### config.mk
export PLATFORM = sky130hd
export DESIGN_NAME = uart_rx_buffer
export DESIGN_NICKNAME = d
export VERILOG_FILES = /design/src/rtl/uart_pkg.sv /design/src/rtl/uart_byte_fifo.sv /design/src/rtl/uart_rx_buffer.sv
export SDC_FILE = /design/constraint.sdc
export NUM_CORES = 1
export LEC_CHECK = 0
export BUFFER_PORTS_ARGS = -buffer_cell sky130_fd_sc_hd__buf_2
export CAP_MARGIN = 10
export CORE_AREA = 2 2 74 104
export CTS_CLUSTER_DIAMETER = 80
export CTS_CLUSTER_SIZE = 16
export DETAILED_ROUTE_END_ITERATION = 8
export DIE_AREA = 0 0 76 106
export PLACE_DENSITY = 0.71
export SLEW_MARGIN = 10
export SYNTH_ARGS = -nofsm -noshare
export SYNTH_HDL_FRONTEND = slang
export SYNTH_SLANG_ARGS = --single-unit
### constraint.sdc
create_clock -name clk -period 3.1 [get_ports clk]
set_clock_uncertainty 0.2 [all_clocks]
set_input_delay 0.93 -clock clk [delete_from_list [all_inputs] [get_ports clk]]
set_output_delay 0.93 -clock clk [all_outputs]
set_load 0.01 [all_outputs]
### src/rtl/uart_pkg.sv
// Shared types and defaults for the UART receive path.
package uart_pkg;

  typedef logic [7:0] byte_t;

  localparam int unsigned UART_RX_DEFAULT_DEPTH = 8;
  localparam int unsigned UART_ERRCNT_WIDTH     = 8;

endpackage

### src/rtl/uart_byte_fifo.sv
// Small synchronous byte FIFO with separate occupancy count; a push into a full queue is
// accepted only when a pop frees a slot in the same cycle.
module uart_byte_fifo
  import uart_pkg::*;
#(
  parameter int unsigned Depth = UART_RX_DEFAULT_DEPTH,
  localparam int unsigned PtrWidth = $clog2(Depth),
  localparam int unsigned CntWidth = PtrWidth + 1
) (
  input  logic                clk,
  input  logic                nReset,
  input  logic                push_i,
  input  byte_t               wrData_i,
  input  logic                pop_i,
  output byte_t               rdData_o,
  output logic [CntWidth-1:0] count_o,
  output logic                empty_o,
  output logic                pushAccept_o
);

  byte_t               mem [Depth];
  logic [PtrWidth-1:0] wrPtrQ, wrPtrD;
  logic [PtrWidth-1:0] rdPtrQ, rdPtrD;
  logic [CntWidth-1:0] countQ, countD;
  logic                full;
  logic                popOk;
  logic                pushOk;

  assign full   = (countQ == CntWidth'(Depth));
  assign popOk  = pop_i && (countQ != '0);
  assign pushOk = push_i && (!full || popOk);

  always_comb begin
    wrPtrD = wrPtrQ;
    rdPtrD = rdPtrQ;
    countD = countQ;
    // Pointers wrap naturally because Depth is a power of two.
    if (pushOk) wrPtrD = wrPtrQ + PtrWidth'(1);
    if (popOk)  rdPtrD = rdPtrQ + PtrWidth'(1);
    unique case ({pushOk, popOk})
      2'b10:   countD = countQ + CntWidth'(1);
      2'b01:   countD = countQ - CntWidth'(1);
      default: countD = countQ;
    endcase
  end

  always_ff @(posedge clk) begin
    if (!nReset) begin
      wrPtrQ <= '0;
      rdPtrQ <= '0;
      countQ <= '0;
    end else begin
      wrPtrQ <= wrPtrD;
      rdPtrQ <= rdPtrD;
      countQ <= countD;
    end
  end

  // Storage is deliberately left out of reset.
  always_ff @(posedge clk) begin
    if (pushOk) mem[wrPtrQ] <= wrData_i;
  end

  assign rdData_o     = mem[rdPtrQ];
  assign count_o      = countQ;
  assign empty_o      = (countQ == '0);
  assign pushAccept_o = pushOk;

endmodule

### src/rtl/uart_rx_buffer.sv
// Receive-side byte buffer: stages receiver output, queues bytes, and keeps sticky
// overrun and saturating framing-error status for polling.
module uart_rx_buffer
  import uart_pkg::*;
#(
  parameter int unsigned Depth         = UART_RX_DEFAULT_DEPTH,
  parameter int unsigned ErrCountWidth = UART_ERRCNT_WIDTH
) (
  input  logic                     clk,
  input  logic                     nReset,
  input  logic [7:0]               rxData,
  input  logic                     rxDone,
  input  logic                     rxErr,
  output logic [7:0]               outData,
  output logic                     outValid,
  input  logic                     outReady,
  output logic [$clog2(Depth):0]   count,
  output logic                     overrun,
  output logic [ErrCountWidth-1:0] errCount,
  input  logic                     clearFlags
);

  logic                     stagedQ;
  logic                     pushReq;
  logic                     pop;
  logic                     fifoEmpty;
  logic                     pushAccept;
  logic                     dropEvent;
  logic                     overrunQ, overrunD;
  logic [ErrCountWidth-1:0] errCountQ, errCountD;
  byte_t                    headData;

  // Receiver data is valid one cycle after rxDone; an rxErr in that cycle kills the byte.
  assign pushReq   = stagedQ && !rxErr;
  assign pop       = outValid && outReady;
  assign dropEvent = pushReq && !pushAccept;

  uart_byte_fifo #(
    .Depth(Depth)
  ) u_fifo (
    .clk         (clk),
    .nReset      (nReset),
    .push_i      (pushReq),
    .wrData_i    (rxData),
    .pop_i       (pop),
    .rdData_o    (headData),
    .count_o     (count),
    .empty_o     (fifoEmpty),
    .pushAccept_o(pushAccept)
  );

  // A new event in the same cycle as clearFlags takes priority over the clear.
  always_comb begin
    overrunD = overrunQ;
    if (dropEvent) begin
      overrunD = 1'b1;
    end else if (clearFlags) begin
      overrunD = 1'b0;
    end
  end

  always_comb begin
    errCountD = errCountQ;
    if (rxErr) begin
      if (clearFlags) begin
        errCountD = ErrCountWidth'(1);
      end else if (!(&errCountQ)) begin
        errCountD = errCountQ + ErrCountWidth'(1);
      end
    end else if (clearFlags) begin
      errCountD = '0;
    end
  end

  always_ff @(posedge clk) begin
    if (!nReset) begin
      stagedQ   <= 1'b0;
      overrunQ  <= 1'b0;
      errCountQ <= '0;
    end else begin
      stagedQ   <= rxDone;
      overrunQ  <= overrunD;
      errCountQ <= errCountD;
    end
  end

  // outValid depends only on registered occupancy, never on outReady.
  assign outValid = !fifoEmpty;
  assign outData  = headData;
  assign overrun  = overrunQ;
  assign errCount = errCountQ;

endmodule

# Word-level counts from Yosys, hierarchy flattened
# Memory sizes are Yosys's and may differ from the RTL's. A register that Yosys moved wholly into a read port is not among the register bits.
# Cells that the tools add are included.
# totals
out_inout_bits	22
inputBits	14
register_bits	20
mem_bits_rw	64
n_memories	1
latchBits	0
mem_bits_ro	0
# mem_list
name	depth	word_bits	read_ports	rd_ports_with_merged_regs	wr	line_no	text
u_fifo.mem	8	8	1	1	1	uart_byte_fifo.sv:21	byte_t mem [Depth];
# op_classes
shifts	0
div	0
muxes	11
multipliers	0
n_eq_ne	4
n_reduce_logical	17
n_bitwise	0
order_cmp	0
n_addsub	5
# op_table
cell	n
$mux 8	4
$add 8x1->8 const B	1
$pmux 4 s2	1
$reduce_and 8->1	1
$add 3x1->3 const B	2
$mux 3	2
$reduce_bool 2->1	3
$logic_and 1x1->1	5
$add 4x1->4 const B	1
$eq 4x4->1 const B	1
$logic_not 1->1	4
$logic_not 4->1	1
$mux 1	4
$reduce_bool 4->1	1
$sub 4x1->4 const B	1
$eq 2x1->1 const B	1
$eq 2x2->1 const B	1
$ne 2x2->1 const B	1
$reduce_and 2->1	1
$logic_or 1x1->1	1

# Depth between registers and ports, before layout
# Gate-level depths: netlist of the first run.
# depth
word_depth	9
mapped_depth	10
ltp_nobuf	10

# Hierarchy
# A second synthesis of the first run with hierarchy kept.
# hier_totals
hier_cells	222
area_unflattened_um2	3627.2
# modules_own_cells
module	instances	area_per_inst_um2	cells_each
uart_byte_fifo	1	3135.5	167
uart_rx_buffer	1	491.7	55

# Worst setup path after synthesis of the first run
# No wires, ideal clock.
# synth_timing
path_kind	input to register
startpoint	input port rxErr
endpoint	register u_fifo.countQ[2], in the netlist u_fifo.count_o[2]
stages	10
setup_slack_ns	0.063
required_ns	2.824
arrival_time_ns	2.761
path_buffers	0
setup_ns	0.076
path_cell_list	nand2b_1 -> a31oi_1 -> inv_1 -> ha_1 -> xor2_1 -> ha_1 -> a21oi_1 -> xor2_1 -> or3_1 -> a21boi_0
# synth_between
elab_chain_cells	5
elab_cells_between_ends	7
cone_classes	eq/ne: 2; mux: 1; reduce/logical: 4
# synth_rtl
element	line_no	text
start, declared	uart_rx_buffer.sv:13	input logic rxErr,
$logic_not 1->1 (*)	uart_rx_buffer.sv:34	assign pushReq = stagedQ && !rxErr;
$logic_and 1x1->1 (*)	uart_rx_buffer.sv:34	
$logic_and 1x1->1 (*)	uart_byte_fifo.sv:31	assign pushOk = push_i && (!full || popOk);
$eq 2x1->1 or $eq 2x2->1 (tied branches)	uart_byte_fifo.sv:40	unique case ({pushOk, popOk})
$pmux 4 s2 or $reduce_bool 2->1 (tied branches)	--	
end signal, assigned	uart_byte_fifo.sv:55	countQ <= countD;
end, declared	uart_byte_fifo.sv:24	logic [CntWidth-1:0] countQ, countD;
# Mark *: on every way between the ends. The rest lies on a longest branch, timed or not.
# A chain may end at the register's enable or synchronous reset.

==> metrics.cfg, run 1 <==
[setup_path]
cp_slowest_stage_delay_ns = 0.57
timing_worst_setup_path_type = flop to output pin
crit_arrival_ns = 1.88
worst_path_dominant_cell_family = multiplexers
slowest_stage = mux4_1
cp_max_fo = 16
cp.required_ns = 1.97
critPathCaptureType = output pin
worstPathCellList = buf_6 -> mux4_1 -> mux2_2 -> buf_2
startpoint_type = flop
cp_num_buf_inv = 2

[final_layout]
finalNonFillerCells = 378
final_util = 0.583
area_delta_synth_final_pct = 15.6
final_nets = 296
diodes = 0
fillers = 573
drive_gt1_frac = 0.256
stdcell_area_um2 = 4180

[grt]
grt_max_degree = 19
globalRoute.totalOverflow = 0
track_usage = 0.163
antenna_found_initial = 0
grt_first_pass_wirelength_mm = 9.80
grt_pass1_vias = 1924

[placed_design]
io_buffers = 35
dp_hpwl_mm = 3.93
gp_congestion = 0.703
placed_area_um2 = 3970
dp.cells = 362

[timing]
fmax_mhz = 332
drv_slew = 0
tns_ns = 0
tightest_slew_ns = 0.477
relSlewSlack = 0.681
hold_viol = 0
rsz0062_at_grt = false
final-setup-viol-count = 0
fin_crit_sh = 0.970
timing.final.crit_period_ns = 3.01

[floorplan]
dieHeight_um = 106
dieArea_um2 = 8060
initial_core_util = 0.504
core_um2 = 7180
die_w_um = 76
num_rows = 37
num_io_pins = 36

[pwr]
p_per_area_nw_per_um2 = 652
peakVddDrop_mv = 0.430
leakagePower_nw = 1.53
p_total_mw = 2.73

[synthesis]
postSynthAreaPerCell_um2 = 16.2
synth.top_cell.area_share = 0.531
synthesis.nets = 243
synth_most_common_cell = edfxtp_1
synthFlopType = edfxtp_1
synthArstFlopShare = 0
postSynthCellCount = 223
synth_edf_count = 64
yosysWarnings = 0
synthDistinctLibCells = 38
synth.top_cells.by_area = edfxtp_1 53%, dfxtp_1 13%, mux4_1 11%
synth.top_cells.by_count = 64 x edfxtp_1, 23 x dfxtp_1, 15 x mux4_1
syn_area_um2 = 3620
ys_seq_area_frac = 0.659
ys_ff_latch = 87
synth_top_area_cell = edfxtp_1

[outcome]
status = finished clean

[clocking]
ctsHoldBuffers = 0
clock_sinks = 87
cts_buffer_depth = 2
cts_buffers = 9
clkLatencyLatePin_ns = 0.34
htreeDepth = 3
clk_pin_slew_worst_paths_ns = 0.08
cts_setup_buffers = 0
cts_tree = done
cts_root_buf = clkbuf_8

[routing]
wl_per_cell_um = 16.1
avgViaCountPerCell = 5.39
vias = 2039
wirelength_mm = 6.07
final_antenna_net_count = 0
drtIter0Drc = 75
drc_errors = 0
first_pass_iters = 4

[hold_path]
hp-class = flop to flop

[flow_run]
maxCapViolCount = 0

## per-layer routing
metal,global-route usage,vias to the layer above,wire [um]
met5,0,-,0
met3,0.0357,10,358
met2,0.269,68,2940
met4,0.0779,0,122
met1,0.205,987,2660
li1,-,974,-
## layout make-up
class,instances,area (um2),area share
timing repair buffer,49,284,0.0679
sequential,87,2380,0.570
tap,97,121,0.0290
clock inverter,3,38.8,0.00928
multi-input combinational,125,1170,0.280
clock buffer,13,170,0.0407
inverter,4,15.0,0.00359
## registers in the layout (all words and copies together), names as in the netlist, named ones only
register / count
u_fifo.mem: 64
u_fifo.wrPtrQ: 3
overrun: 1
u_fifo.rdPtrQ: 3
errCount: 8
u_fifo.count_o: 4
stagedQ: 1
## worst register-to-register path: cells and delay by family, from the launching register on
kind	cells	cell delay, ns
buffers and inverters	1	0.07
AO/OA/AOI/OAI	2	0.30
AND/OR/NAND/NOR	3	1.01
flip-flops	1	0.39
XOR/XNOR	2	0.26
adder cells (fa/ha/maj)	2	0.43
## power by group
group	total [mW]	switching (mW)	internal, mW
clock network	0.804	0.364	0.440
registers	1.33	0.0447	1.29
logic	0.589	0.265	0.323
## layout by cell type (no fill, tap or decap), drive strengths merged, types with 6 or more instances in the layout
master,instances
a21oi,6
and2,7
buf,49
clkbuf,13
dfxtp,23
edfxtp,64
ha,6
mux2,8
mux4,16
nand2,11
nor2,10
nor2b,7
xnor2,6
## repair_timing
action	4_1_cts	5_1_grt
endpoints found under the setup margin	3	0
endpoints found under the hold margin	0	0
resized for setup	1	0
## final timing paths
check,from,end,slack [ns],cells past startpoint
worst max-delay path,flop,outData[2],0.09,4
worst max register to register,u_fifo.count_o[0],u_fifo.count_o[2],0.37,10
worst min-delay path,u_fifo.rdPtrQ[1],u_fifo.rdPtrQ[1],0.31,2
worst min register to register,u_fifo.rdPtrQ[1],u_fifo.rdPtrQ[1],0.31,2
## kinds of logic (layout without fill, tap and decap cells)
| family | Yosys count | count (layout) | synth area share |
|---|---|---|---|
| and+or+nand+nor | 61 | 61 | 0.0906 |
| AOI/OAI and AO/OA | 19 | 19 | 0.0336 |
| xor gates and xnor gates | 10 | 10 | 0.0242 |
| DFF | 87 | 87 | 0.659 |
| adders and majority gates | 6 | 6 | 0.0208 |
| muxes | 29 | 29 | 0.154 |
| buffers and inverters | 11 | 69 | 0.0183 |
## per-stage QoR
step	setup slack [ns]	hold slack, ns
after CTS	0.0551	0.312
after global placement	0.107	0.293
after detailed placement	0.00133	0.301
final	0.0919	0.310
after floorplan	0.0632	0.267
after global routing	0.0237	0.333
(Power assumes the default switching activity.)
==> run 2, diff against run 1 <==
--- a/config.mk
+++ b/config.mk
@@ -5,7 +5,7 @@
 export SDC_FILE = /design/constraint.sdc
 export NUM_CORES = 1
 export LEC_CHECK = 0
-export BUFFER_PORTS_ARGS = -buffer_cell sky130_fd_sc_hd__buf_2
+export BUFFER_PORTS_ARGS = -buffer_cell sky130_fd_sc_hd__clkbuf_2
 export CAP_MARGIN = 10
 export CORE_AREA = 2 2 74 104
 export CTS_CLUSTER_DIAMETER = 80
==> run 2 against run 1 <==
  * Worst setup slack got worse by 0.0064 ns
  * Wire length is 1.4% higher
  * Sequential share of layout area grew 0.66 points
  * Utilization is 0.66 points lower
  * Clock power down 17%
  * Global-route usage decreased by 0.062 points
  * Combinational power hardly changed
  * Final cell count unchanged
  * Worst hold slack improved by 0.015 ns
  * Count of clock-buffer cells in the layout rose by 1
  * First-iteration DRC count grew 49%
  * Critical endpoint unchanged
==> metrics.cfg, run 2 (synthesis gave the netlist of run 1 again) <==
[outcome]
status = finished clean

[final_layout]
stdcell_area_um2 = 4130  ; -1.1%
layout_commonest_cell = edfxtp_1
multi_input_area_um2 = 1170  ; unchanged
final_nets = 296  ; unchanged
diodes = 0  ; unchanged
largest_register_ff_count = 64  ; unchanged
fillers = 556  ; -3.0%
layout.cells.most_common_list = 64 x edfxtp_1, 35 x clkbuf_2, 23 x dfxtp_1, 15 x mux4_1, 13 x buf_4
seqCellArea_um2 = 2380  ; unchanged
drive_gt1_frac = 0.249  ; -0.00712
area_delta_synth_final_pct = 14.3
top_register = u_fifo.mem

[floorplan]
dieHeight_um = 106  ; unchanged
dieArea_um2 = 8060  ; unchanged
num_io_pins = 36  ; unchanged
die_w_um = 76  ; unchanged
initial_core_util = 0.504  ; unchanged
core_um2 = 7180  ; unchanged
num_rows = 37  ; unchanged

[timing]
drv_slew = 0  ; unchanged
fin_ws_ns = 0.0855  ; -0.00638 ns
tightest_slew_ns = 0.476  ; -0.00166 ns
final-setup-viol-count = 0  ; unchanged
relSlewSlack = 0.682  ; +0.00111
rsz0062_at_grt = false
fmax_mhz = 332  ; -0.21%
fin_crit_sh = 0.972  ; +0.00206
hold_viol = 0  ; unchanged
timing.final.crit_period_ns = 3.01  ; +0.00638 ns
tns_ns = 0  ; unchanged

[routing]
drtIter0Drc = 112  ; +49%
drc_errors = 0  ; unchanged
avgViaCountPerCell = 5.38  ; -0.20%
wl_per_cell_um = 16.3  ; +1.4%
vias = 2035  ; -0.20%
final_antenna_net_count = 0  ; unchanged
first_pass_iters = 4  ; unchanged
wirelength_mm = 6.16  ; +1.4%

[placed_design]
io_buffers = 35  ; unchanged
gp_congestion = 0.712  ; +1.3%
placed_area_um2 = 3970  ; unchanged
dp_hpwl_mm = 4.02  ; +2.1%
detailedPlace.worstSlack_ns = 0.0381  ; +0.0368 ns

[clocking]
cts_tree = done
htreeDepth = 3  ; unchanged
clock_sinks = 87  ; unchanged
cts_buffers = 9  ; unchanged
cts_buffer_depth = 2  ; unchanged
ctsHoldBuffers = 0  ; unchanged
clk_pin_slew_worst_paths_ns = 0.07  ; about the same
cts_root_buf = clkbuf_8
clkLatencyLatePin_ns = 0.34  ; about the same

[pwr]
seqPwrFrac = 0.514  ; +0.025
p_per_area_nw_per_um2 = 627  ; -3.8%
leakagePower_nw = 1.50  ; -2.0%
cell_internal_pwr_mw = 1.92  ; -6.3%
peakVddDrop_mv = 0.375  ; -13%
p_sw_frac = 0.258  ; +0.0113
p_comb_frac = 0.228  ; +0.012
p_total_mw = 2.59  ; -4.9%
pwr-share-clk = 0.257  ; -0.038
p_switching_mw = 0.670  ; -0.56%

[grt]
grt_first_pass_wirelength_mm = 9.76  ; -0.36%
antenna_found_initial = 0  ; unchanged
grt_pass1_vias = 1977  ; +2.8%
globalRoute.totalOverflow = 0  ; unchanged
track_usage = 0.162  ; -0.000623
grt_max_degree = 19  ; unchanged

[setup_path]
rr_startpoint = u_fifo.count_o[0]
startpoint_type = flop
cp_slowest_stage_delay_ns = 0.58  ; about the same
slowest_stage = mux4_1
regToRegSetupSlack_ns = 0.37  ; about the same
cp.required_ns = 1.97  ; about the same
cp_max_fo = 16  ; unchanged
critPathCaptureType = output pin
crit_arrival_ns = 1.88  ; about the same
worstPathCellList = buf_6 -> mux4_1 -> mux2_2 -> clkbuf_2
timing_worst_setup_path_type = flop to output pin
cp_num_buf_inv = 2  ; unchanged
worst_path_dominant_cell_family = multiplexers

[hold_path]
hold_start = u_fifo.rdPtrQ[1]
hp-class = flop to flop

[flow_run]
maxCapViolCount = 0  ; unchanged

[run 2: cell count changes in the layout (fill, tap and decap cells not counted), sizes merged]
cell	before	now
buf	49	14
clkbuf	13	49
bufinv	1	0
[run 2: timing repair]
action | CTS | global route
buffers inserted | 0 | 0
endpoints found under the setup margin | 1 | 0
hold endpoints to repair | 0 | 0
gates resized for setup | 1 | 0
[run 2: final timing paths]
| check | cells past startpoint | endpoint |
|---|---|---|
| max | 4 | outData[2] |
| min | 2 | u_fifo.rdPtrQ[1] |
| max reg2reg | 10 | u_fifo.count_o[2] |
| min reg2reg | 2 | u_fifo.rdPtrQ[1] |
[run 2: area by class of cell]
class / instances / share of cell area
inverters: 4 / 0.00363
multi-input cells: 125 / 0.283
flip-flops and latches: 87 / 0.576
repair buffers: 49 / 0.0687
clock inverters: 2 / 0.00212
well taps: 97 / 0.0294
clock buffers: 14 / 0.0369
[run 2: power by group through the flow]
stage | registers, mW | logic, mW | clock network (mW)
after CTS | 1.33 | 0.599 | 0.685
after detailed placement | 1.36 | 0.592 | 0
final | 1.33 | 0.592 | 0.667
after global routing | 1.34 | 0.648 | 0.720
after global placement | 1.36 | 0.581 | 0
after floorplan | 1.36 | 0.462 | 0
[run 2: tightest hold or removal path: stages (launching register included)]
cell and delay (ns):
dfxtp_1 0.32, nand2_1 0.05, a21boi_0 0.10
[run 2: per-layer routing]
layer,vias up,GRT usage,part of all wire
met2,57,0.278,0.50
met3,8,0.0348,0.043
met4,0,0.0779,0.018
met5,-,0,0
met1,993,0.195,0.43
li1,977,-,-
[run 2: metrics by stage]
stage	cells	utilization	hold slack, ns
2_1_floorplan	223	-	0.267
3_3_place_gp	362	0.553	0.294
3_5_place_dp	362	0.553	0.308
4_1_cts	378	0.576	0.318
5_1_grt	378	0.576	0.345
6_report	378	0.576	0.325
